**src/rtl/gups_pkg.sv**
```systemverilog
// Shared constants for the GUPS round-robin arbiter: default sizes, FSM encoding, index width helper.
package gups_pkg;

    localparam int NCH_DEF = 4;
    localparam int AW_DEF  = 64;
    localparam int DW_DEF  = 64;
    localparam int CW_DEF  = 32;

    localparam logic [0:0] ST_IDLE = 1'b0;
    localparam logic [0:0] ST_BUSY = 1'b1;

    function automatic int idx_w(input int nch);
        return $clog2(nch);
    endfunction

endpackage

```
**src/rtl/gups_arb_rr_rr_pick.sv**
```systemverilog
// Combinational round-robin picker: first set request bit at or after ptr, wrapping cyclically.
module rr_pick
    import gups_pkg::*;
#(
    parameter int NCH = NCH_DEF,
    parameter int IW  = idx_w(NCH_DEF)
) (
    input  logic [NCH-1:0] i_req,
    input  logic [IW-1:0]  i_ptr,
    output logic           o_valid,
    output logic [IW-1:0]  o_idx
);

    logic [2*NCH-1:0] w_dbl;
    logic [2*NCH-1:0] w_rot;
    logic [IW-1:0]    w_off;
    logic [IW:0]      w_sum;

    // Rotating the doubled vector right by ptr puts the search origin at bit 0.
    always_comb begin
        w_dbl = {i_req, i_req};
        w_rot = w_dbl >> i_ptr;
        w_off = '0;
        for (int j = NCH - 1; j >= 0; j--) begin
            if (w_rot[j]) begin
                w_off = IW'(j);
            end
        end
        w_sum = {1'b0, i_ptr} + {1'b0, w_off};
        if (w_sum >= (IW + 1)'(NCH)) begin
            w_sum = w_sum - (IW + 1)'(NCH);
        end
        o_valid = |i_req;
        o_idx   = w_sum[IW-1:0];
    end

endmodule

```
**src/rtl/gups_arb_rr.sv**
```systemverilog
// Round-robin arbiter from NCH GUPS requesters onto one memory port with back-to-back regrant.
// Optional per-channel completion counters are built when GUPS_ARB_STATS_EN is defined.
module gups_arb_rr
    import gups_pkg::*;
#(
    parameter int NCH = NCH_DEF,
    parameter int AW  = AW_DEF,
    parameter int DW  = DW_DEF,
    parameter int CW  = CW_DEF
) (
    input  logic                  clk,
    input  logic                  reset,
    input  logic [NCH*AW-1:0]     addr_a,
    input  logic [NCH*DW-1:0]     dout_a,
    output logic [NCH*DW-1:0]     din_a,
    input  logic [NCH-1:0]        req_a,
    input  logic [NCH-1:0]        wr_a,
    output logic [NCH-1:0]        rdy_a,
    output logic [AW-1:0]         addr,
    output logic [DW-1:0]         dout,
    input  logic [DW-1:0]         din,
    output logic                  req,
    output logic                  wr,
    input  logic                  rdy,
`ifdef GUPS_ARB_STATS_EN
    output logic [NCH*CW-1:0]     stat_cnt,
`endif
    output logic [0:0]            o_dbg_state,
    output logic [idx_w(NCH)-1:0] o_dbg_gnt
);

    localparam int IW = idx_w(NCH);

    // Handshake: req_a[i] is held until rdy_a[i]; memory req stays high until the rdy pulse,
    // and rdy_a pulses for one cycle, combinationally, in the cycle memory asserts rdy.

    logic [0:0]     r_state;
    logic [IW-1:0]  r_gnt;
    logic [IW-1:0]  r_ptr;
    logic           r_req;
    logic           r_wr;
    logic [AW-1:0]  r_addr;
    logic [DW-1:0]  r_dout;

    logic           w_done;
    logic [NCH-1:0] w_req_vec;
    logic [IW-1:0]  w_ptr_nxt;
    logic [IW-1:0]  w_pick_ptr;
    logic           w_pick_vld;
    logic [IW-1:0]  w_pick_idx;
    logic [AW-1:0]  w_addr_arr [NCH];
    logic [DW-1:0]  w_dout_arr [NCH];

    for (genvar g = 0; g < NCH; g++) begin : g_unpack
        assign w_addr_arr[g] = addr_a[g*AW +: AW];
        assign w_dout_arr[g] = dout_a[g*DW +: DW];
    end

    assign w_done     = (r_state == ST_BUSY) && rdy;
    assign w_ptr_nxt  = (r_gnt == IW'(NCH - 1)) ? '0 : r_gnt + IW'(1);
    // The completing channel is excluded so the others get the regrant first.
    assign w_req_vec  = w_done ? (req_a & ~(NCH'(1) << r_gnt)) : req_a;
    assign w_pick_ptr = w_done ? w_ptr_nxt : r_ptr;

    rr_pick #(
        .NCH (NCH),
        .IW  (IW)
    ) u_pick (
        .i_req   (w_req_vec),
        .i_ptr   (w_pick_ptr),
        .o_valid (w_pick_vld),
        .o_idx   (w_pick_idx)
    );

    always_ff @(posedge clk) begin
        if (reset) begin
            r_state <= ST_IDLE;
            r_gnt   <= '0;
            r_ptr   <= '0;
            r_req   <= 1'b0;
            r_wr    <= 1'b0;
            r_addr  <= '0;
            r_dout  <= '0;
        end else begin
            case (r_state)
                ST_IDLE: begin
                    if (w_pick_vld) begin
                        r_addr  <= w_addr_arr[w_pick_idx];
                        r_dout  <= w_dout_arr[w_pick_idx];
                        r_wr    <= wr_a[w_pick_idx];
                        r_gnt   <= w_pick_idx;
                        r_req   <= 1'b1;
                        r_state <= ST_BUSY;
                    end
                end
                default: begin
                    if (rdy) begin
                        r_ptr <= w_ptr_nxt;
                        if (w_pick_vld) begin
                            r_addr <= w_addr_arr[w_pick_idx];
                            r_dout <= w_dout_arr[w_pick_idx];
                            r_wr   <= wr_a[w_pick_idx];
                            r_gnt  <= w_pick_idx;
                        end else begin
                            r_req   <= 1'b0;
                            r_state <= ST_IDLE;
                        end
                    end
                end
            endcase
        end
    end

    assign rdy_a       = w_done ? (NCH'(1) << r_gnt) : '0;
    assign din_a       = {NCH{din}};
    assign addr        = r_addr;
    assign dout        = r_dout;
    assign wr          = r_wr;
    assign req         = r_req;
    assign o_dbg_state = r_state;
    assign o_dbg_gnt   = r_gnt;

`ifdef GUPS_ARB_STATS_EN
    logic [CW-1:0] r_stat [NCH];

    always_ff @(posedge clk) begin
        for (int i = 0; i < NCH; i++) begin
            if (reset) begin
                r_stat[i] <= '0;
            end else if (rdy_a[i]) begin
                r_stat[i] <= r_stat[i] + CW'(1);
            end
        end
    end

    for (genvar g = 0; g < NCH; g++) begin : g_stat
        assign stat_cnt[g*CW +: CW] = r_stat[g];
    end
`endif

endmodule
```
**config.mk**
```make
export PLATFORM = sky130hd
export DESIGN_NAME = gups_arb_rr
export DESIGN_NICKNAME = d
export VERILOG_FILES = /design/src/rtl/gups_pkg.sv /design/src/rtl/gups_arb_rr_rr_pick.sv /design/src/rtl/gups_arb_rr.sv
export SDC_FILE = /design/constraint.sdc
export NUM_CORES = 1
export LEC_CHECK = 0
export ABC_AREA = 1
export ABC_CLOCK_PERIOD_IN_PS = 4100
export BUFFER_PORTS_ARGS = -buffer_cell sky130_fd_sc_hd__buf_2
export CORE_AREA = 2 2 382 384
export DETAILED_ROUTE_END_ITERATION = 8
export DIE_AREA = 0 0 384 386
export PLACE_DENSITY = 0.3
export SLEW_MARGIN = 20
export SYNTH_ARGS = -nofsm -noshare
export SYNTH_HDL_FRONTEND = slang
export SYNTH_SLANG_ARGS = --single-unit
```
**constraint.sdc**
```tcl
create_clock -name clk -period 4.1 [get_ports clk]
set_input_delay 0.615 -clock clk [delete_from_list [all_inputs] [get_ports clk]]
set_output_delay 0.615 -clock clk [all_outputs]
set_load 0.01 [all_outputs]
```
==> impl_metrics.env <==
export IMPL_mappedNetlistNets=2360
export IMPL_status="finished clean"
export IMPL_period_needed_ns=3.47
export IMPL_hold_viol=0
export IMPL_synthSimpleGateAreaFrac_pct=29.4
export IMPL_synthAdderAreaFrac_pct=0.495
export IMPL_cap_violations=0
export IMPL_synth_common_cells="389 x nand3_1, 267 x buf_4, 265 x nor2_1, 258 x mux2_2, 156 x nand2_1"
export IMPL_clkLatencyLatePin_ns=0.50
export IMPL_synthToLayoutAreaGrowth_pct=33.6
export IMPL_criticalPathCategory="reg2reg"
export IMPL_yosysMostFrequentCell="nand3_1"
export IMPL_synth_area_leader_cell="mux2_2"
export IMPL_ys_seq_area_share_pct=21.4
export IMPL_overflow=0
export IMPL_synth_area_um2=12700
export IMPL_start_util_pct=8.75
export IMPL_power_density_nw_per_um2=500
export IMPL_dieHeight_um=386
export IMPL_drive_gt1_share_pct=48.2
export IMPL_synthMuxAreaShare_pct=23.0
export IMPL_io_pins=980
export IMPL_place_detailed_instances=4010
export IMPL_dr_pass1_iters=4
export IMPL_worst_setup_path_end_kind="flop"
export IMPL_min_path_type="in2reg"
export IMPL_tightestPinTransition_ns=0.805
export IMPL_drv_slew=0
export IMPL_postCtsSetupBuffers=0
export IMPL_start_kind="flop"
export IMPL_syn_inst=1768
export IMPL_yosys_area_top_type_share_pct=23.0
export IMPL_dieWidth_um=384
export IMPL_path_clk_slew_ns=0.07
export IMPL_gp_congestion=0.773
export IMPL_postLayoutCellArea_um2=16900
export IMPL_synth_edf_count=0
export IMPL_synth_top_family_by_area="simple AND/OR/NAND/NOR gates"
export IMPL_viasPerCell=3.12
export IMPL_finalClockSkew_ns=0.0144
export IMPL_irDropWorstVdd_mv=0.282
export IMPL_route_vias_total=12600
export IMPL_hpwl_um=58200
export IMPL_nNetsFinal=2704
export IMPL_grt_pass1_wl_um=95700
export IMPL_worst_path_max_fanout=52
export IMPL_relSlewSlack_pct=46.3
export IMPL_synth_compound_area_share_pct=0.415
export IMPL_yosysWarnings=0
export IMPL_synth_seq_cells=135
export IMPL_avgSynthCellArea_um2=7.16
export IMPL_drc=0
export IMPL_synth_xor_area_share_pct=0.0692
export IMPL_whs_ns=0.491
export IMPL_rows=140
export IMPL_cts_root_buffer="clkbuf_16"
export IMPL_antenna_found_initial=59
export IMPL_grt_max_degree=130
export IMPL_max_freq_ghz=0.289
export IMPL_post_drt_wl_per_cell_um=17.6
export IMPL_cts_tree="yes"
export IMPL_cts_resized=0
export IMPL_dieArea_um2=148000
export IMPL_synth_distinct_cells=27
export IMPL_critical_path_arrival_ns=3.88
export IMPL_core_area_um2=145000
export IMPL_dpl_instance_area_um2=16300
export IMPL_drtIter0Drc=578
export IMPL_power_leakage_nw=8.52
export IMPL_required_ns=4.51
export IMPL_synthFlopType="dfxtp_1"
export IMPL_h_tree_depth=4
export IMPL_synth_async_reset_ratio_pct=0
export IMPL_clock_sinks=135
export IMPL_cts_buffers_inserted=17
export IMPL_p_total_mw=8.45
export IMPL_setup_violations_final=0
export IMPL_grt_pass1_vias=12400
export IMPL_cts_hold_repair_buffers=0
export IMPL_rsz0062_at_grt="no"
export IMPL_fin_cells=4044
export IMPL_cts_buffer_depth=2
export IMPL_ant_nets=0
export IMPL_finalCritPeriodShare_pct=84.5
export IMPL_io_buffer_count=659
export IMPL_fin_tns_setup_ns=0
export IMPL_track_usage_pct=9.29
export IMPL_routed_wl_um=71200
export IMPL_netlist_top_cells_area="mux2_2 23%, dfxtp_1 21%, buf_4 16%"
## layout make-up
type / count / area (µm²)
antenna: 3 / 7.51
clock buffer: 19 / 443
clock inverter: 12 / 130
fill: 17000 / 128000
inverter: 146 / 556
multi-input combinational: 1103 / 6810
sequential: 135 / 2700
tap: 1917 / 2400
timing repair buffer: 709 / 3850
## worst paths after layout
path                 from  cells after the start           to  slack, ns
min                   rdy                      4  o_dbg_state       0.49
max reg2reg  o_dbg_gnt[0]                     17      dout[8]       0.63
max          o_dbg_gnt[0]                     17      dout[8]       0.63
min reg2reg           req                      2          req       0.52
## per-layer routing
layer / vias up / track usage [%] / wire length [µm]
met5: - / 0.650 / 250
met4: 22 / 3.05 / 2190
li1: 6177 / - / -
met2: 567 / 15.2 / 33400
met3: 197 / 4.18 / 6790
met1: 5644 / 10.6 / 28600
## layout by cell type, fill, tap and decap left out, types with 3 or more instances in the layout
| master | n |
|---|---|
| nand2_1 | 156 |
| buf_12 | 14 |
| dfxtp_1 | 135 |
| buf_4 | 36 |
| clkbuf_16 | 17 |
| nand2_2 | 4 |
| clkinv_2 | 4 |
| nand3_2 | 10 |
| mux2_2 | 258 |
| nor2_1 | 265 |
| inv_1 | 143 |
| ha_1 | 4 |
| nand3_1 | 389 |
| clkinv_4 | 4 |
| buf_2 | 658 |
| diode_2 | 3 |
## kinds of logic (layout without fill, tap and decap cells)
logic type      Yosys count  after routing
compound gates            7              7
xor+xnor                  1              1
fa+ha+maj                 5              5
buf+inv                 530            886
flops                   135            135
mux                     258            258
other cells               0              3
simple gates            832            832
## state kept, by name (all words and copies together) (netlist names)
| register | cells |
|---|---|
| req | 1 |
| o_dbg_state | 1 |
| wr | 1 |
| r_ptr | 2 |
| o_dbg_gnt | 2 |
| dout | 64 |
| addr | 64 |
## per-stage QoR
| step | utilization, % | setup WS, ns |
|---|---|---|
| floorplan | - | 0.843 |
| detailed placement | 11.3 | 0.566 |
| global placement | 11.3 | 0.548 |
| global route | 11.7 | 0.261 |
| CTS | 11.7 | 0.536 |
| finish | 11.7 | 0.634 |
## critical path: stages, from the launching register on
cell,delay [ns]
dfxtp_1,0.42
inv_1,0.11
ha_1,0.34
o21ai_4,0.27
inv_2,0.08
nand3_1,0.10
nand2_2,0.07
a31oi_1,0.14
nor2_1,0.09
ha_4,0.16
xnor2_1,0.33
buf_4,0.21
nand2_8,0.29
buf_4,0.33
nand3_1,0.08
nand3_1,0.12
nand2_1,0.12
inv_1,0.04
## report_power, final
| group | total [mW] | leakage, nW | internal [mW] | switching [mW] |
|---|---|---|---|---|
| clock network | 1.67 | 0.279 | 0.904 | 0.765 |
| registers | 1.82 | 1.12 | 1.64 | 0.180 |
| logic | 4.97 | 7.12 | 2.20 | 2.77 |
| total | 8.45 | 8.52 | 4.74 | 3.71 |
Note: power is estimated with default switching activity, not from simulation.
